### src/rtl/cipher_pkg.sv
// Shared definitions for the cipher controller/datapath pair: state codes,
// datapath tracker states, step strobes and width-generic rotate helpers.
package cipher_pkg;

   localparam logic [2:0] ST_IDLE = 3'b000;
   localparam logic [2:0] ST_KG1  = 3'b001;
   localparam logic [2:0] ST_KG2  = 3'b010;
   localparam logic [2:0] ST_ENC  = 3'b011;
   localparam logic [2:0] ST_DEC  = 3'b100;
   localparam logic [2:0] ST_LB1  = 3'b101;
   localparam logic [2:0] ST_LB2  = 3'b110;

   localparam int unsigned ROT_MAX_W = 32;

   typedef enum logic [2:0] {
      T_IDLE = 3'd0,
      T_B1   = 3'd1,
      T_B2   = 3'd2,
      T_K1   = 3'd3,
      T_K2   = 3'd4,
      T_ERR  = 3'd5
   } trk_t;

   typedef struct packed {
      logic lb1;
      logic lb2;
      logic kg1;
      logic kg2;
      logic enc;
      logic dec;
   } step_t;

   function automatic logic [ROT_MAX_W-1:0] rot_mask(input int unsigned w);
      return (w >= ROT_MAX_W) ? {ROT_MAX_W{1'b1}} : ((32'd1 << w) - 32'd1);
   endfunction

   // Rotates act on the low w bits of a zero-extended operand.
   function automatic logic [ROT_MAX_W-1:0] rotl(input logic [ROT_MAX_W-1:0] v,
                                                 input int unsigned w,
                                                 input int unsigned n);
      int unsigned s;
      s = n % w;
      return ((v << s) | (v >> (w - s))) & rot_mask(w);
   endfunction

   function automatic logic [ROT_MAX_W-1:0] rotr(input logic [ROT_MAX_W-1:0] v,
                                                 input int unsigned w,
                                                 input int unsigned n);
      int unsigned s;
      s = n % w;
      return ((v >> s) | (v << (w - s))) & rot_mask(w);
   endfunction

endpackage

### src/rtl/cipher_seq_checker.sv
// Tracks the controller's state-code sequence, issuing one-hot step strobes
// for legal codes and a sticky error flag for any out-of-order code.
module cipher_seq_checker
   import cipher_pkg::*;
(
   input  logic       clka,
   input  logic       restart,
   input  logic [2:0] state_in,
   output step_t      step,
   output trk_t       trk,
   output logic       seq_err
);

   trk_t trk_nxt_s;
   logic bad_s;

   // Next tracker state and step decode; restart suppresses all strobes.
   always_comb begin
      trk_nxt_s = trk;
      step      = step_t'(6'b000000);
      bad_s     = 1'b0;
      if (restart) begin
         trk_nxt_s = T_IDLE;
      end else begin
         case (trk)
            T_IDLE: begin
               if (state_in == ST_LB1) begin
                  step.lb1  = 1'b1;
                  trk_nxt_s = T_B1;
               end else if (state_in == ST_IDLE) begin
                  trk_nxt_s = T_IDLE;
               end else begin
                  bad_s = 1'b1;
               end
            end
            T_B1: begin
               if (state_in == ST_LB2) begin
                  step.lb2  = 1'b1;
                  trk_nxt_s = T_B2;
               end else begin
                  bad_s = 1'b1;
               end
            end
            T_B2: begin
               if (state_in == ST_KG1) begin
                  step.kg1  = 1'b1;
                  trk_nxt_s = T_K1;
               end else begin
                  bad_s = 1'b1;
               end
            end
            T_K1: begin
               if (state_in == ST_KG2) begin
                  step.kg2  = 1'b1;
                  trk_nxt_s = T_K2;
               end else begin
                  bad_s = 1'b1;
               end
            end
            T_K2: begin
               if (state_in == ST_ENC) begin
                  step.enc  = 1'b1;
                  trk_nxt_s = T_IDLE;
               end else if (state_in == ST_DEC) begin
                  step.dec  = 1'b1;
                  trk_nxt_s = T_IDLE;
               end else begin
                  bad_s = 1'b1;
               end
            end
            T_ERR: begin
               trk_nxt_s = T_ERR;
            end
            default: begin
               bad_s = 1'b1;
            end
         endcase
         if (bad_s) begin
            trk_nxt_s = T_ERR;
         end else begin
            trk_nxt_s = trk_nxt_s;
         end
      end
   end

   // Tracker state and sticky error flag; only restart leaves T_ERR.
   always_ff @(negedge clka) begin
      if (restart) begin
         trk     <= T_IDLE;
         seq_err <= 1'b0;
      end else begin
         trk     <= trk_nxt_s;
         seq_err <= seq_err | bad_s;
      end
   end

endmodule

### src/rtl/cipher_datapath.sv
// Datapath responder: latches key/payload bytes, derives the round key in two
// steps and encodes or decodes the payload under control of the state codes.
module cipher_datapath
   import cipher_pkg::*;
#(
   parameter int unsigned      WIDTH    = 8,
   parameter logic [WIDTH-1:0] KEY_SEED = 8'hA5,
   parameter logic [WIDTH-1:0] KEY_MIX  = 8'h3C,
   parameter int unsigned      ROT      = 3
) (
   input  logic             clka,
   input  logic             restart,
   input  logic [2:0]       state_in,
   input  logic [WIDTH-1:0] data_in,
   output logic [WIDTH-1:0] data_out,
   output logic             out_valid,
   output logic             out_mode,
   output logic             busy,
   output logic             seq_err
);

   step_t            step;
   trk_t             trk;
   logic [WIDTH-1:0] b1_r, b2_r, k_r;
   logic [WIDTH-1:0] kg1_s, kg2_s, enc_s, dec_s;

   cipher_seq_checker u_seq (
      .clka     (clka),
      .restart  (restart),
      .state_in (state_in),
      .step     (step),
      .trk      (trk),
      .seq_err  (seq_err)
   );

   // Candidate key and result values for the strobes below.
   always_comb begin
      kg1_s = b1_r ^ KEY_SEED;
      kg2_s = WIDTH'(rotl(ROT_MAX_W'(k_r), WIDTH, 32'd1)) ^ KEY_MIX;
      enc_s = WIDTH'(rotl(ROT_MAX_W'(b2_r ^ k_r), WIDTH, ROT));
      dec_s = WIDTH'(rotr(ROT_MAX_W'(b2_r), WIDTH, ROT)) ^ k_r;
   end

   // Busy covers the LB1 cycle itself through the result pulse.
   always_comb begin
      busy = out_valid | step.lb1 |
             (trk inside {T_B1, T_B2, T_K1, T_K2});
   end

   // Datapath registers; each one changes only on its own step strobe.
   always_ff @(negedge clka) begin
      if (restart) begin
         b1_r      <= {WIDTH{1'b0}};
         b2_r      <= {WIDTH{1'b0}};
         k_r       <= {WIDTH{1'b0}};
         data_out  <= {WIDTH{1'b0}};
         out_mode  <= 1'b0;
         out_valid <= 1'b0;
      end else begin
         out_valid <= step.enc | step.dec;
         if (step.lb1) begin
            b1_r <= data_in;
         end else begin
            b1_r <= b1_r;
         end
         if (step.lb2) begin
            b2_r <= data_in;
         end else begin
            b2_r <= b2_r;
         end
         if (step.kg1) begin
            k_r <= kg1_s;
         end else if (step.kg2) begin
            k_r <= kg2_s;
         end else begin
            k_r <= k_r;
         end
         if (step.enc) begin
            data_out <= enc_s;
            out_mode <= 1'b1;
         end else if (step.dec) begin
            data_out <= dec_s;
            out_mode <= 1'b0;
         end else begin
            data_out <= data_out;
            out_mode <= out_mode;
         end
      end
   end

endmodule

### config.mk
export PLATFORM = sky130hd
export DESIGN_NAME = cipher_datapath
export DESIGN_NICKNAME = d
export VERILOG_FILES = /design/src/rtl/cipher_pkg.sv /design/src/rtl/cipher_seq_checker.sv /design/src/rtl/cipher_datapath.sv
export SDC_FILE = /design/constraint.sdc
export NUM_CORES = 1
export LEC_CHECK = 0
export CORE_ASPECT_RATIO = 1.5
export CORE_MARGIN = 5
export CORE_UTILIZATION = 45
export CTS_CLUSTER_SIZE = 30
export DETAILED_ROUTE_END_ITERATION = 12
export HOLD_SLACK_MARGIN = 0.08
export PLACE_DENSITY_LB_ADDON = 0.15
export SYNTH_ARGS = -nofsm -noshare
export SYNTH_HDL_FRONTEND = slang
export SYNTH_SLANG_ARGS = --single-unit
### constraint.sdc
create_clock -name clka -period 1.9 [get_ports clka]
set_clock_uncertainty 0.1 [all_clocks]
set_input_delay 0.19 -clock clka [delete_from_list [all_inputs] [get_ports clka]]
set_output_delay 0.19 -clock clka [all_outputs]
set_load 0.03 [all_outputs]
### After elaboration in Yosys (flattened, before gate mapping)

Cells that the tools add are included.

* add/subtract/negate cells: 0
* $mul: 0
* divide/modulo/power cells: 0
* magnitude comparators: 0
* equality and inequality tests: 21
* shifts and indexed selects: 0
* muxes and demuxes: 38
* bitwise gates (word level): 11
* reduce and logical (&&, ||, !) cells: 10

Operators by type and width (number)
* $mux 8: 4
* $mux 3: 8
* $mux 1: 22
* $pmux 3 s6: 1
* $xor 8x8->8: 2
* $eq 3x3->1 const B: 5
* $ne 3x1->1 const B: 5
* $eq 3x2->1 const B: 4
* $reduce_and 6->1: 2
* $ne 4x1->1 const B: 2
* $not 4->4: 2
* $or 5x8->8: 1
* $or 8x1->8: 1
* $or 8x3->8: 1
* $reduce_bool 7->1: 1
* $eq 3x1->1 const B: 2
* $logic_not 3->1: 2
* $mux 6: 1
* $ne 2x1->1 const B: 3
* $pmux 1 s6: 1
* $reduce_bool 6->1: 1
* $or 1x1->1: 4
* $reduce_bool 2->1: 2
* $reduce_bool 4->1: 1
* other kinds (2): 2

* flip-flop bits (word level): 38
* latch bits: 0
* bits in writable memories: 0
* memory bits (read-only): 0
* output and inout port bits: 12
* logic and storage cells: 89
* memories: 0

### Depth between registers and ports, before layout

* depth in word-level cells: 7
* gate-level depth with buffers: 7
* depth with buffers taken out: 4

### By module

A second synthesis with hierarchy kept.

* cell total of the unflattened synthesis: 211
* area, all modules: 1989.4 µm²

Modules (own cells, without submodules)
* cipher_datapath: times used 1, cells each 158, area each 1567.8 µm²
* cipher_seq_checker: times used 1, cells each 53, area each 421.7 µm²

==> out/results.tsv <==
stage	metric	value	unit
setup_path	buffers and inverters on the worst path	2	
grt	Total Routing Usage GR	0.200	
drt	drt first pass iters	4	
die	effective utilization at floorplan	0.469	
yosys	Mapped Area	1870	um^2
timing	pins over their slew limit	0	
yosys	Gate Count Post-Synth	209	
cts	maximum level of the CTS H-tree	2	
finish	Synth-to-Final Area Change	59.0	%
setup_path	worst-path fanout max	3	
yosys	share of synthesized registers carrying an async set or reset	0	
drt	Via-to-Cell Ratio	5.43	
pwr	maximum ir drop on the vdd rail	0.876	mV
die	overall die area	5580	um^2
setup_path	cell repeated most along the worst path	buf_6	
die	Die X	62.7	um
setup_path	Worst path slowest cell	or4b_4	
yosys	count of different cell masters after synthesis	40	
grt	wire length of the first global-routing pass	8960	um
grt	number of antenna violations at the first check in global routing	0	
grt	overflow left after global routing	0	
pwr	leakage power figure	1.40	nW
setup_path	startpoint type of the worst setup path	register	
drt	First DRT Iteration DRCs	54	
drt	DRC Markers	0	
yosys	share of the synthesized area in the top cell type	0.406	
finish	cell area after layout	2980	um^2
timing	unrepaired setup endpoints after global routing	true	
finish	share of final-layout standard cells stronger than drive strength 1	0.375	
yosys	number of synthesis warnings	0	
cts	Clock Latency Late Sink	0.36	ns
cts	clock buffers created by TritonCTS	5	
die	# rows	28	
drt	average detailed-routed wire length per instance	15.1	um
cts	clock root buffer	clkbuf_8	
yosys	most instantiated library cell after synthesis	dfxtp_1	
setup_path	CP max stage delay	0.48	ns
cts	Clock Tree Buf Depth	2	
timing	endpoints failing hold	0	
drt	number of vias after detailed routing	1894	
timing	worst slew pin tran	0.405	ns
yosys	number of register bits inferred by synthesis	38	
timing	final worst hold slack	0.377	ns
finish	antenna cells	0	
yosys	number of synthesized flops with an enable pin	0	
placement	# port buffers	24	
grt	number of global-route vias before repair	2020	
timing	Final Worst Setup Slack	-1.00	ns
run_status	result of the run	complete, but fails checks	
placement	placed wire-length estimate after detailed placement	3390	um
pwr	total power per unit cell area	761	nW/um^2
cts	CTS clk-pin slew, worst paths	0.04	ns
yosys	main flop type after synthesis	dfxtp_1	
drt	total length of routed wires	5280	um
run_status	violations in the final reports	setup timing	
setup_path	arrival time worst endpoint	2.61	ns
yosys	Net Count, Synth	222	
yosys	sequential fraction of the synthesis area	0.406	
die	top-level port count	25	
yosys	main area contributors after synthesis	dfxtp_1 (41%), mux2i_1 (8.6%), nand3b_1 (5.6%), nor2_1 (5.6%), a21oi_1 (4.3%)	
die	placeable core region	3990	um^2
yosys	top cell type by total area after synthesis	dfxtp_1	
cts	number of clock sinks seen by CTS	38	
cts	CTS tree	built	
run	number of maximum-capacitance violations	0	
drt	Detail Route Antenna Nets	0	
finish	final net count	317	
setup_path	CP cell instances	nor2b_2, or4b_4, buf_6, o21ai_4, buf_6	
placement	weighted congestion at the end of routability-driven global placement	0.791	
timing	Setup Viol. Count Final	49	
timing	tightest slew margin relative to the limit	0.727	
yosys	cell types with the highest counts after synthesis	dfxtp_1 (38), nor2_1 (28), a21oi_1 (16), mux2i_1 (16), nand3b_1 (14)	
setup_path	top cell family by delay on the critical path	simple AND/OR/NAND/NOR gates	
hold_path	class of the tightest hold or removal check	reg -> reg	
setup_path	critical path class	reg -> out	
die	die boundary height	89.0	um
setup_path	Worst EP required	1.61	ns
setup_path	endpoint type of the worst setup path	output port	
grt	largest net degree at the start of global routing	39	
finish	final core utilization	0.745	
finish	number of filler instances in the final layout	295	
placement	placed cell areas	2320	um^2
yosys	Mean Syn Cell Area	8.96	um^2
## routing by layer
metal / share of wire / global-route usage
met5: 0 / 0
met4: 0.020 / 0.100
met3: 0.040 / 0.0616
met2: 0.55 / 0.378
met1: 0.39 / 0.197
## path summary, 6_finish.rpt
kind	from	slack, ns	cells after the start	endpoint
setup / recovery	u_seq.trk[2]	-1.00	5	busy
hold / removal	out_mode	0.38	2	out_mode
hold reg to reg	out_mode	0.38	2	out_mode
setup reg to reg	u_seq.trk[2]	-0.06	6	k_r[4]
## where the power goes
group          switching [mW]  internal (mW)  total [mW]
combinational           0.147          0.173       0.319
clock                   0.481          0.622        1.10
sequential             0.0180          0.823       0.841
## stage by stage
| step | cells | setup WS [ns] | setup TNS, ns | total power [mW] |
|---|---|---|---|---|
| 2_1_floorplan | 209 | -0.692 | -18.41 | 1.13 |
| 3_3_place_gp | 288 | -1.09 | -39.78 | 1.22 |
| 3_5_place_dp | 288 | -1.14 | -40.62 | 1.23 |
| 4_1_cts | 344 | -0.993 | -9.92 | 2.27 |
| 5_1_grt | 349 | -1.09 | -12.66 | 2.42 |
| 6_report | 349 | -1.00 | -10.90 | 2.26 |
## cell usage in the layout, fill, tap and decap left out, types with 2 or more instances in the layout
| cell | Yosys | routed |
|---|---|---|
| or3_4 | 1 | 3 |
| a21oi_2 | 0 | 3 |
| bufinv_16 | 0 | 2 |
| buf_12 | 0 | 2 |
| o21ba_2 | 2 | 2 |
| or4bb_1 | 2 | 2 |
| nand2_2 | 0 | 2 |
| xnor2_1 | 9 | 9 |
| nand3_2 | 0 | 5 |
| inv_1 | 2 | 38 |
| a2bb2oi_2 | 0 | 3 |
| buf_4 | 0 | 27 |
| buf_6 | 2 | 24 |
| nor4_1 | 2 | 2 |
| clkdlybuf4s50_1 | 0 | 8 |
| buf_8 | 0 | 3 |
| dfxtp_2 | 0 | 12 |
| xor2_1 | 9 | 9 |
| a21oi_1 | 16 | 13 |
| nand3_1 | 7 | 2 |
| nand2_1 | 6 | 4 |
| clkbuf_8 | 0 | 5 |
| nand3b_1 | 14 | 14 |
| a21o_4 | 0 | 4 |
| dfxtp_1 | 38 | 26 |
| nand2b_1 | 3 | 2 |
| or3b_4 | 1 | 2 |
| nor2_1 | 28 | 27 |
| o21ai_1 | 8 | 9 |
| mux2i_1 | 16 | 15 |
| o211ai_1 | 2 | 2 |
| or4b_4 | 0 | 2 |
## final cells by class
class	count	area [um^2]	area share
inverter	1	3.75	0.00126
clock inverter	40	203	0.0681
tap	45	56.3	0.0189
timing repair buffer	64	638	0.214
multi-input combinational	156	1230	0.413
clock buffer	5	68.8	0.0231
sequential	38	776	0.261
## cell families (layout without fill, tap and decap cells)
| family | count (synthesis) | count (layout) | share of synthesized area |
|---|---|---|---|
| AOI/OAI and AO/OA | 44 | 47 | 0.148 |
| xor gates and xnor gates | 18 | 18 | 0.0842 |
| adders and majority gates | 1 | 1 | 0.00535 |
| buffers and inverters | 19 | 110 | 0.0501 |
| DFF | 38 | 38 | 0.406 |
| muxes | 16 | 16 | 0.0856 |
| and+or+nand+nor | 73 | 74 | 0.221 |
## sequential cells by signal (all words and copies together), names as in the netlist
name	flops
b2_r	8
k_r	8
data_out	8
out_mode	1
out_valid	1
b1_r	8
u_seq.trk	3
u_seq.seq_err	1
## timing repair
item / in CTS / in global routing
endpoints found under the setup margin: 50 / 50
buffers inserted: 10 / 4
gates resized for setup: 75 / 19
pin swaps: 30 / 19
hold buffers: 0 / 0
cloned: 3 / 2
## worst reg2reg max path: stages (launching register included)
cell and delay [ns]:
dfxtp_2 0.32, buf_4 0.13, buf_4 0.15, or3b_4 0.42, buf_6 0.14, or3_4 0.32, a311oi_2 0.27
(Power assumes the default switching activity.)
